**config.mk**
```make
export PLATFORM = sky130hd
export DESIGN_NAME = led_fader_flat
export DESIGN_NICKNAME = d
export VERILOG_FILES = /design/src/rtl/led_fader_pkg.sv /design/src/rtl/led_fader_if.sv /design/src/rtl/led_fader_fade_channel.sv /design/src/rtl/led_fader.sv /design/src/flat_wrapper.sv
export SDC_FILE = /design/constraint.sdc
export NUM_CORES = 1
export LEC_CHECK = 0
export ABC_AREA = 1
export CAP_MARGIN = 20
export CORE_MARGIN = 2
export CORE_UTILIZATION = 60
export DETAILED_ROUTE_END_ITERATION = 7
export PLACE_DENSITY = 0.8
export REMOVE_ABC_BUFFERS = 1
export SETUP_SLACK_MARGIN = 0.1
export SLEW_MARGIN = 40
export SYNTH_ARGS = -nofsm -noshare
export SYNTH_HDL_FRONTEND = slang
export SYNTH_SLANG_ARGS = --single-unit
```
**constraint.sdc**
```tcl
create_clock -name CLK -period 2.5 [get_ports CLK]
set_input_delay 0.375 -clock CLK [delete_from_list [all_inputs] [get_ports CLK]]
set_output_delay 0.375 -clock CLK [all_outputs]
set_load 0.1 [all_outputs]
```
**src/rtl/led_fader_pkg.sv**
```systemverilog
`default_nettype none
// ============================================================================
// Module   : led_fader_pkg
// Brief    : Shared defaults and derived widths for the LED fader.
// Revision : 1.0
// ============================================================================
package led_fader_pkg;

    localparam int PWM_BITS_DEF = 4;
    localparam int FADE_DIV_DEF = 65536;
    localparam int NUM_CH       = 8;

    // Channel condition as seen from outside; not stored, always derived from lvl.
    typedef enum logic [1:0] {
        CH_OFF   = 2'd0,
        CH_LIT   = 2'd1,
        CH_DECAY = 2'd2
    } ch_state_t;

    function automatic int lvl_max(input int bits);
        return (1 << bits) - 1;
    endfunction

    function automatic int fade_cnt_w(input int div);
        return (div <= 2) ? 1 : $clog2(div);
    endfunction

endpackage
`default_nettype wire

```
**src/rtl/led_fader_if.sv**
```systemverilog
`default_nettype none
// ============================================================================
// Module   : led_fader_if
// Brief    : Pattern bus from the rotating pattern register into the fader.
// Revision : 1.0
// ============================================================================
interface led_fader_if;
    import led_fader_pkg::*;

    logic              ena;
    logic [NUM_CH-1:0] pattern;

    modport master (output ena, output pattern);
    modport slave  (input  ena, input  pattern);

endinterface
`default_nettype wire

```
**src/rtl/led_fader_fade_channel.sv**
```systemverilog
`default_nettype none
// ============================================================================
// Module   : fade_channel
// Brief    : One LED: brightness level register plus registered PWM compare.
// Revision : 1.0
// ============================================================================
module fade_channel
    import led_fader_pkg::*;
#(
    parameter int PWM_BITS = PWM_BITS_DEF
) (
    input  logic                clk_i,
    input  logic                rst_n_i,
    input  logic                ena_i,
    input  logic                pattern_i,
    input  logic                step_i,
    input  logic [PWM_BITS-1:0] pwm_cnt_i,
    output logic                led_o
);

    localparam logic [PWM_BITS-1:0] LVL_MAX = PWM_BITS'(lvl_max(PWM_BITS));

    logic [PWM_BITS-1:0] lvl_q;
    logic [PWM_BITS-1:0] lvl_d;
    logic                led_q;
    logic                led_d;

    // A request always wins over a decay step arriving in the same cycle.
    always_comb begin
        lvl_d = lvl_q;
        if (ena_i) begin
            if (pattern_i) begin
                lvl_d = LVL_MAX;
            end else if (step_i && (lvl_q != '0)) begin
                lvl_d = lvl_q - PWM_BITS'(1);
            end
        end
    end

    // MAX is forced fully on; a plain compare would leave one dark PWM slot.
    always_comb begin
        led_d = ena_i && ((lvl_q == LVL_MAX) || (pwm_cnt_i < lvl_q));
    end

    always_ff @(posedge clk_i or negedge rst_n_i) begin
        if (!rst_n_i) begin
            lvl_q <= '0;
            led_q <= 1'b0;
        end else begin
            lvl_q <= lvl_d;
            led_q <= led_d;
        end
    end

    assign led_o = led_q;

endmodule
`default_nettype wire

```
**src/rtl/led_fader.sv**
```systemverilog
`default_nettype none
// ============================================================================
// Module   : led_fader
// Brief    : Eight PWM LEDs with instant turn-on and stepwise fade-out trail.
// Revision : 1.0
// ============================================================================
module led_fader
    import led_fader_pkg::*;
#(
    parameter int PWM_BITS = PWM_BITS_DEF,
    parameter int FADE_DIV = FADE_DIV_DEF
) (
    input  logic        CLK,
    input  logic        RSTN,
    led_fader_if.slave  bus,
    output logic        LED0,
    output logic        LED1,
    output logic        LED2,
    output logic        LED3,
    output logic        LED4,
    output logic        LED5,
    output logic        LED6,
    output logic        LED7
);

    localparam int              FCW       = fade_cnt_w(FADE_DIV);
    localparam logic [FCW-1:0]  FADE_LAST = FCW'(FADE_DIV - 1);

    logic [FCW-1:0]      fade_cnt_q;
    logic [FCW-1:0]      fade_cnt_d;
    logic [PWM_BITS-1:0] pwm_cnt_q;
    logic [PWM_BITS-1:0] pwm_cnt_d;
    logic                step;
    logic [NUM_CH-1:0]   led;

    always_comb begin
        fade_cnt_d = fade_cnt_q;
        pwm_cnt_d  = pwm_cnt_q;
        if (bus.ena) begin
            fade_cnt_d = (fade_cnt_q == FADE_LAST) ? '0 : fade_cnt_q + FCW'(1);
            pwm_cnt_d  = pwm_cnt_q + PWM_BITS'(1);
        end
    end

    // Single-cycle decay strobe shared by all channels.
    assign step = bus.ena && (fade_cnt_q == FADE_LAST);

    always_ff @(posedge CLK or negedge RSTN) begin
        if (!RSTN) begin
            fade_cnt_q <= '0;
            pwm_cnt_q  <= '0;
        end else begin
            fade_cnt_q <= fade_cnt_d;
            pwm_cnt_q  <= pwm_cnt_d;
        end
    end

    for (genvar i = 0; i < NUM_CH; i++) begin : g_ch
        fade_channel #(
            .PWM_BITS (PWM_BITS)
        ) u_ch (
            .clk_i     (CLK),
            .rst_n_i   (RSTN),
            .ena_i     (bus.ena),
            .pattern_i (bus.pattern[i]),
            .step_i    (step),
            .pwm_cnt_i (pwm_cnt_q),
            .led_o     (led[i])
        );
    end

    assign LED0 = led[0];
    assign LED1 = led[1];
    assign LED2 = led[2];
    assign LED3 = led[3];
    assign LED4 = led[4];
    assign LED5 = led[5];
    assign LED6 = led[6];
    assign LED7 = led[7];

endmodule
`default_nettype wire

```
**src/flat_wrapper.sv**
```systemverilog
// flat-port wrapper written by rule: the top's interface ports become plain ports
module led_fader_flat import led_fader_pkg::*;
#(
    parameter int PWM_BITS = PWM_BITS_DEF,
    parameter int FADE_DIV = FADE_DIV_DEF
)
  (CLK, RSTN, LED0, LED1, LED2, LED3, LED4, LED5, LED6, LED7, bus_ena, bus_pattern);
  led_fader_if bus_i ();
  input  logic CLK;
  input  logic RSTN;
  output logic LED0;
  output logic LED1;
  output logic LED2;
  output logic LED3;
  output logic LED4;
  output logic LED5;
  output logic LED6;
  output logic LED7;
  input wire logic [$bits(bus_i.ena)-1:0] bus_ena;
  input wire logic [$bits(bus_i.pattern)-1:0] bus_pattern;
  assign bus_i.ena = bus_ena;
  assign bus_i.pattern = bus_pattern;
  led_fader #(.PWM_BITS(PWM_BITS), .FADE_DIV(FADE_DIV)) u_core (.CLK(CLK), .RSTN(RSTN), .bus(bus_i), .LED0(LED0), .LED1(LED1), .LED2(LED2), .LED3(LED3), .LED4(LED4), .LED5(LED5), .LED6(LED6), .LED7(LED7));
endmodule
```
== Yosys cells after proc, flatten, opt, wreduce, memory -nomap -nowiden ==
Cells that the tools add are included.

* Bits in registers: 60
* Bits of input ports: 11
* Output and inout bits: 8
* Word-level logic and storage cells: 111

* Add/subtract/negate cells: 10
* Magnitude comparators: 8
* Eq/ne operators: 9
* Multiplexer cells: 17
* Reduce and logical (&&, ||, !) cells: 49

{| class="wikitable"
|+ Operators with widths
! operator !! number
|-
| 4-bit 2-to-1 mux || 16
|-
| 4-bit == test (second input constant) || 8
|-
| 4-bit less-than comparator || 8
|-
| 4-bit nonzero test || 8
|-
| 4-bit by 1-bit subtractor with 4-bit output (second input constant) || 8
|-
| 1-bit logical AND || 17
|-
| 16-bit by 1-bit adder with 16-bit output (second input constant) || 1
|-
| 16-bit == test (second input constant) || 1
|-
| 16-bit 2-to-1 mux || 1
|-
| 2-bit AND reduction || 8
|-
| 2-bit nonzero test || 8
|-
| 1-bit logical OR || 8
|-
| 4-bit by 1-bit adder with 4-bit output (second input constant) || 1
|}

== Longest topological paths before layout ==
* Depth in word-level cells: 5
* Depth in mapped cells: 10
* Depth with buffers taken out: 9

== By module ==
Synthesis repeated with hierarchy kept, for this count alone.

* Cells, all modules: 560
* Area total of the unflattened synthesis: 4322.9 um^2

{| class="wikitable"
|+ By module, submodules not included
! module !! instances !! cells each !! area each (um^2) !! sequential area each (um^2)
|-
| fade_channel || 8 || 53 || 400.4 || 125.1
|-
| led_fader || 1 || 136 || 1119.8 || 500.5
|}

== Worst setup path before layout ==
No wires, ideal clock.

* Path type: reg2reg
* From: register u_core.fade_cnt_q[0]
* To: register u_core.g_ch[0].u_ch.lvl_q[0]
* Library setup time: 0.117 ns
* Data arrival time: 1.278 ns
* Required time: 2.383 ns
* Setup slack: 1.105 ns
* Stages on the path, launching flop included: 10
* Path buffers: 1
* Clock period less this slack: 1.395 ns
* Cells stage by stage: dfrtp_1 > ha_1 > nand4_1 > nor2_2 > buf_6 > nand3_2 > nand2_2 > nand2_2 > nand2_1 > nand2_1

* Word-level cells in the longest chain between the ends: 5

{| class="wikitable"
|+ RTL lines
! item !! RTL line !! text
|-
| from (decl) || led_fader.sv:29 || <nowiki>logic [FCW-1:0] fade_cnt_q;</nowiki>
|-
| from (signal assigned) || led_fader.sv:53 || <nowiki>fade_cnt_q <= fade_cnt_d;</nowiki>
|-
| 16-bit == test || led_fader.sv:46 || <nowiki>assign step = bus.ena && (fade_cnt_q == FADE_LAST);</nowiki>
|-
| 1-bit logical AND || led_fader.sv:46 ||
|-
| 1-bit logical AND || led_fader_fade_channel.sv:34 || <nowiki>end else if (step_i && (lvl_q != '0)) begin</nowiki>
|-
| 2-bit nonzero test (no source line) || - ||
|-
| 2-bit AND reduction (no source line) || - ||
|-
| to (signal assigned) || led_fader_fade_channel.sv:50 || <nowiki>lvl_q <= lvl_d;</nowiki>
|-
| to (decl) || led_fader_fade_channel.sv:23 || <nowiki>logic [PWM_BITS-1:0] lvl_q;</nowiki>
|}

Every way passes these cells.
A chain may end at the register's enable or synchronous reset.

== Worst setup path in the final report ==
* From: register u_core.fade_cnt_q[0]
* To: register u_core.g_ch[3].u_ch.lvl_q[1]

* Word-level cells in the longest chain between the ends: 5

{| class="wikitable"
|+ RTL lines
! item !! RTL line
|-
| 16-bit == test || led_fader.sv:46
|-
| 1-bit logical AND || led_fader.sv:46
|-
| 1-bit logical AND || led_fader_fade_channel.sv:34
|-
| 2-bit nonzero test (no source line) || -
|-
| 2-bit AND reduction (no source line) || -
|-
| to (signal assigned) || led_fader_fade_channel.sv:50
|-
| to (decl) || led_fader_fade_channel.sv:23
|}

Every way passes these cells.

==> results by group <==
Global routing
  • Largest net degree at the start of global routing: 50
  • Remaining global-route overflow: 0
  • Global Route met3 Usage: 3.933%
  • Routing usage on met2: 40.16%
  • M1 GR Usage: 30.81%
  • Total track usage: 23.93%
  • Number of global-route vias before repair: 3193
  • First-pass GRT wire length: 13900 um
  • Initial antenna violation count: 0
  • GRT busiest layer: met2

Die
  • Initial core utilization: 61.79%
  • Site Rows: 29
  • Die Y: 84.64 um
  • Core region area: 6314 um2
  • Die Wd: 84.64 um
  • Boundary Pins: 19
  • Total die area: 7163 um2

Synthesis
  • Yosys reg bits: 60
  • Post-synthesis simple-gate area fraction: 30.47%
  • Post-Synth XOR/XNOR Area: 2.021%
  • Ys async rst share: 100.0%
  • Post-synthesis adder-cell area fraction: 13.47%
  • Post-synthesis mux area share: 0%
  • Commonest cells in the netlist: nand2_1 (130), nand3_1 (69), inv_1 (66)
  • Synth cell types: 24
  • Post-synthesis cell area: 3901 um2
  • Syn. warnings: 0
  • Post-synth EDFFs: 0
  • Cells after synthesis: 500
  • Post-synthesis sequential area ratio: 38.49%
  • Ranking of synthesized cells by area: dfrtp_1 (38%), ha_1 (13%), nand2_1 (13%)
  • Top-area cell type share of the netlist area: 38.49%
  • Synthesized area per cell: 7.802 um2
  • Synth Area in Compound Gates: 7.986%
  • Most common cell in the netlist: nand2_1
  • Most used DFF post-synth: dfrtp_1
  • Largest family of logic cells by synthesized area: simple AND/OR/NAND/NOR gates
  • Synth area leader: dfrtp_1

Clock network
  • Post_cts resized: 0
  • # H-tree levels: 3
  • Clock root buffer: clkbuf_8
  • TritonCTS Buffers: 9
  • Clock Sinks: 60
  • Hold_buf cts: 0
  • Post-CTS Setup Inserts: 0
  • Clk Latency, worst-skew pair: 0.35 ns
  • CTS tree: yes
  • Clock transition at the registers of the reported paths: 0.07 ns
  • Clock tree buffer depth: 2

Setup path
  • Critical Path Max Stage Delay: 0.62 ns
  • Crit end category: register
  • CP Max Fanout: 11
  • CP Data Required Time: 2.73 ns
  • WS Path Type: register to register
  • Cell breakdown of the critical path: ha_1, nand4_1, nor2_2, nand3_1, nand2_2, nand2_2, nand2_1, nand2_1
  • Worst path buffer plus inverter count: 0
  • CP Launch Type: register
  • Cell family with most CP delay: simple AND/OR/NAND/NOR gates
  • Crit path DAT: 2.29 ns
  • Worst path slowest cell: nor2_2

Drt
  • Drt wl/cell: 13.20 um
  • Drt pass-1 iters: 6
  • DR iter-0 viols: 145
  • DRT Wirelength: 8000 um
  • Vias per cell: 5.487
  • ANT nets after route: 0
  • Routed via count: 3325
  • Number of remaining DRC errors: 0

STA
  • Max Clk Rate: 0.4855 GHz
  • Period utilisation layout: 82.38%
  • Setup TNS: 0 ns
  • Worst-Margin Slew: 0.7569 ns
  • Final setup violation count: 0
  • Setup WS post-layout: 0.4404 ns
  • Count of final max-slew check failures: 0
  • RSZ-0062 raised after global routing: false
  • Worst slew margin: 49.48%
  • Min Tclk post-route: 2.060 ns
  • Final Hold Fails: 0
  • Clock Skew: 0.009066 ns

Worst hold path
  • HP Class: input port to asynchronous set/reset pin

Place
  • Port Buffers: 18
  • Global placer's final weighted congestion: 0.8360
  • Worst slack, placed: 0.4860 ns
  • Post-DP HPWL: 5588 um

Power
  • Leak: 2.334 nW
  • Comb pwr share: 42.4%
  • P_sw: 0.001800 W
  • Switching Share: 45.66%
  • Internal power: 0.002143 W
  • Total power draw: 0.003943 W
  • Clk pwr share: 19.5%
  • Max VDD drop: 0.6770 mV
  • Power Density: 915.9 nW/um2
  • Reg power frac: 38.1%

Finish
  • Area grow syn2layout: 10.36%
  • Share of layout cells above drive strength 1: 10.59%
  • Final nets: 577
  • Antenna diodes: 0

Status
  • Outcome: finished clean

Job
  • Max cap viols: 0
## sequential cells by signal, indices dropped and copies added, names as in the netlist
| register | cells |
|---|---|
| u_core.g_ch.u_ch.led_o | 8 |
| u_core.g_ch.u_ch.lvl_q | 32 |
| u_core.fade_cnt_q | 16 |
| u_core.pwm_cnt_q | 4 |
## through the flow
step                hold slack [ns]  instances  instance area [um2]  utilization (%)
finish                      0.03338        606                 4305            68.19
global route                 0.1078        606                 4305            68.19
CTS                         0.06457        606                 4305            68.19
detailed placement           0.4289        590                 4143            65.62
global placement             0.4241        590                 4143            65.62
floorplan                   0.07941        492                 3861                -
## per-layer routing
metal  up-vias  wire length (um)
li1       1692                 -
met1      1562              3788
met2        54              3796
met3        17               270
met4         0               144
met5         -                 0
## cell families (layout without fill, tap and decap cells)
| group | after synthesis | in the layout |
|---|---|---|
| AO/OA/AOI/OAI | 58 | 58 |
| XOR/XNOR | 9 | 9 |
| adder cells (fa/ha/maj) | 42 | 42 |
| buffers and inverters | 76 | 105 |
| flip-flops | 60 | 60 |
| AND/OR/NAND/NOR | 255 | 255 |
## cell usage in the layout (no fill, tap or decap), types with 2 or more instances in the layout
| cell type | count |
|---|---|
| buf_4 | 10 |
| clkbuf_1 | 4 |
| nand2_1 | 130 |
| inv_2 | 2 |
| clkdlybuf4s50_1 | 8 |
| xor2_1 | 8 |
| clkinv_2 | 2 |
| ha_1 | 42 |
| dfrtp_1 | 60 |
| o31ai_1 | 7 |
| buf_2 | 2 |
| nand4_1 | 11 |
| nand3_2 | 7 |
| o21ai_0 | 21 |
| nor2_1 | 14 |
| nand2_2 | 20 |
| nand3_1 | 69 |
| inv_1 | 66 |
| clkbuf_8 | 10 |
| a21oi_1 | 28 |
## layout make-up
cell class / count / area (um2)
repair buffers: 21 / 185.2
flip-flops and latches: 60 / 1501
well taps: 77 / 96.34
clock buffers: 14 / 152.6
clock inverters: 2 / 10.01
inverters: 68 / 255.2
multi-input cells: 364 / 2105
fillers: 518 / 2008
## power groups by stage
stage               registers, W  clock network (W)  logic (W)
CTS                      0.00150           0.000779    0.00168
floorplan                0.00186                  0   0.000879
finish                   0.00150           0.000768    0.00167
detailed placement       0.00152                  0    0.00166
global route             0.00155           0.000816    0.00189
global placement         0.00151                  0    0.00160
## path summary, 6_finish.rpt
| path | start | slack [ns] | to | depth (start not counted) |
|---|---|---|---|---|
| min in group CLK | bus_ena | 0.43 | u_core.fade_cnt_q[4] | 4 |
| max in group asynchronous | RSTN | 1.87 | u_core.g_ch[3].u_ch.lvl_q[2] | 2 |
| setup / recovery | u_core.fade_cnt_q[0] | 0.44 | u_core.g_ch[3].u_ch.lvl_q[1] | 8 |
| hold reg to reg | u_core.g_ch[7].u_ch.lvl_q[1] | 0.50 | u_core.g_ch[7].u_ch.lvl_q[1] | 2 |
| setup reg to reg | u_core.fade_cnt_q[0] | 0.44 | u_core.g_ch[3].u_ch.lvl_q[1] | 8 |
| hold / removal | RSTN | 0.03 | u_core.g_ch[4].u_ch.lvl_q[0] | 1 |
Power figures use the tool's default switching activity.
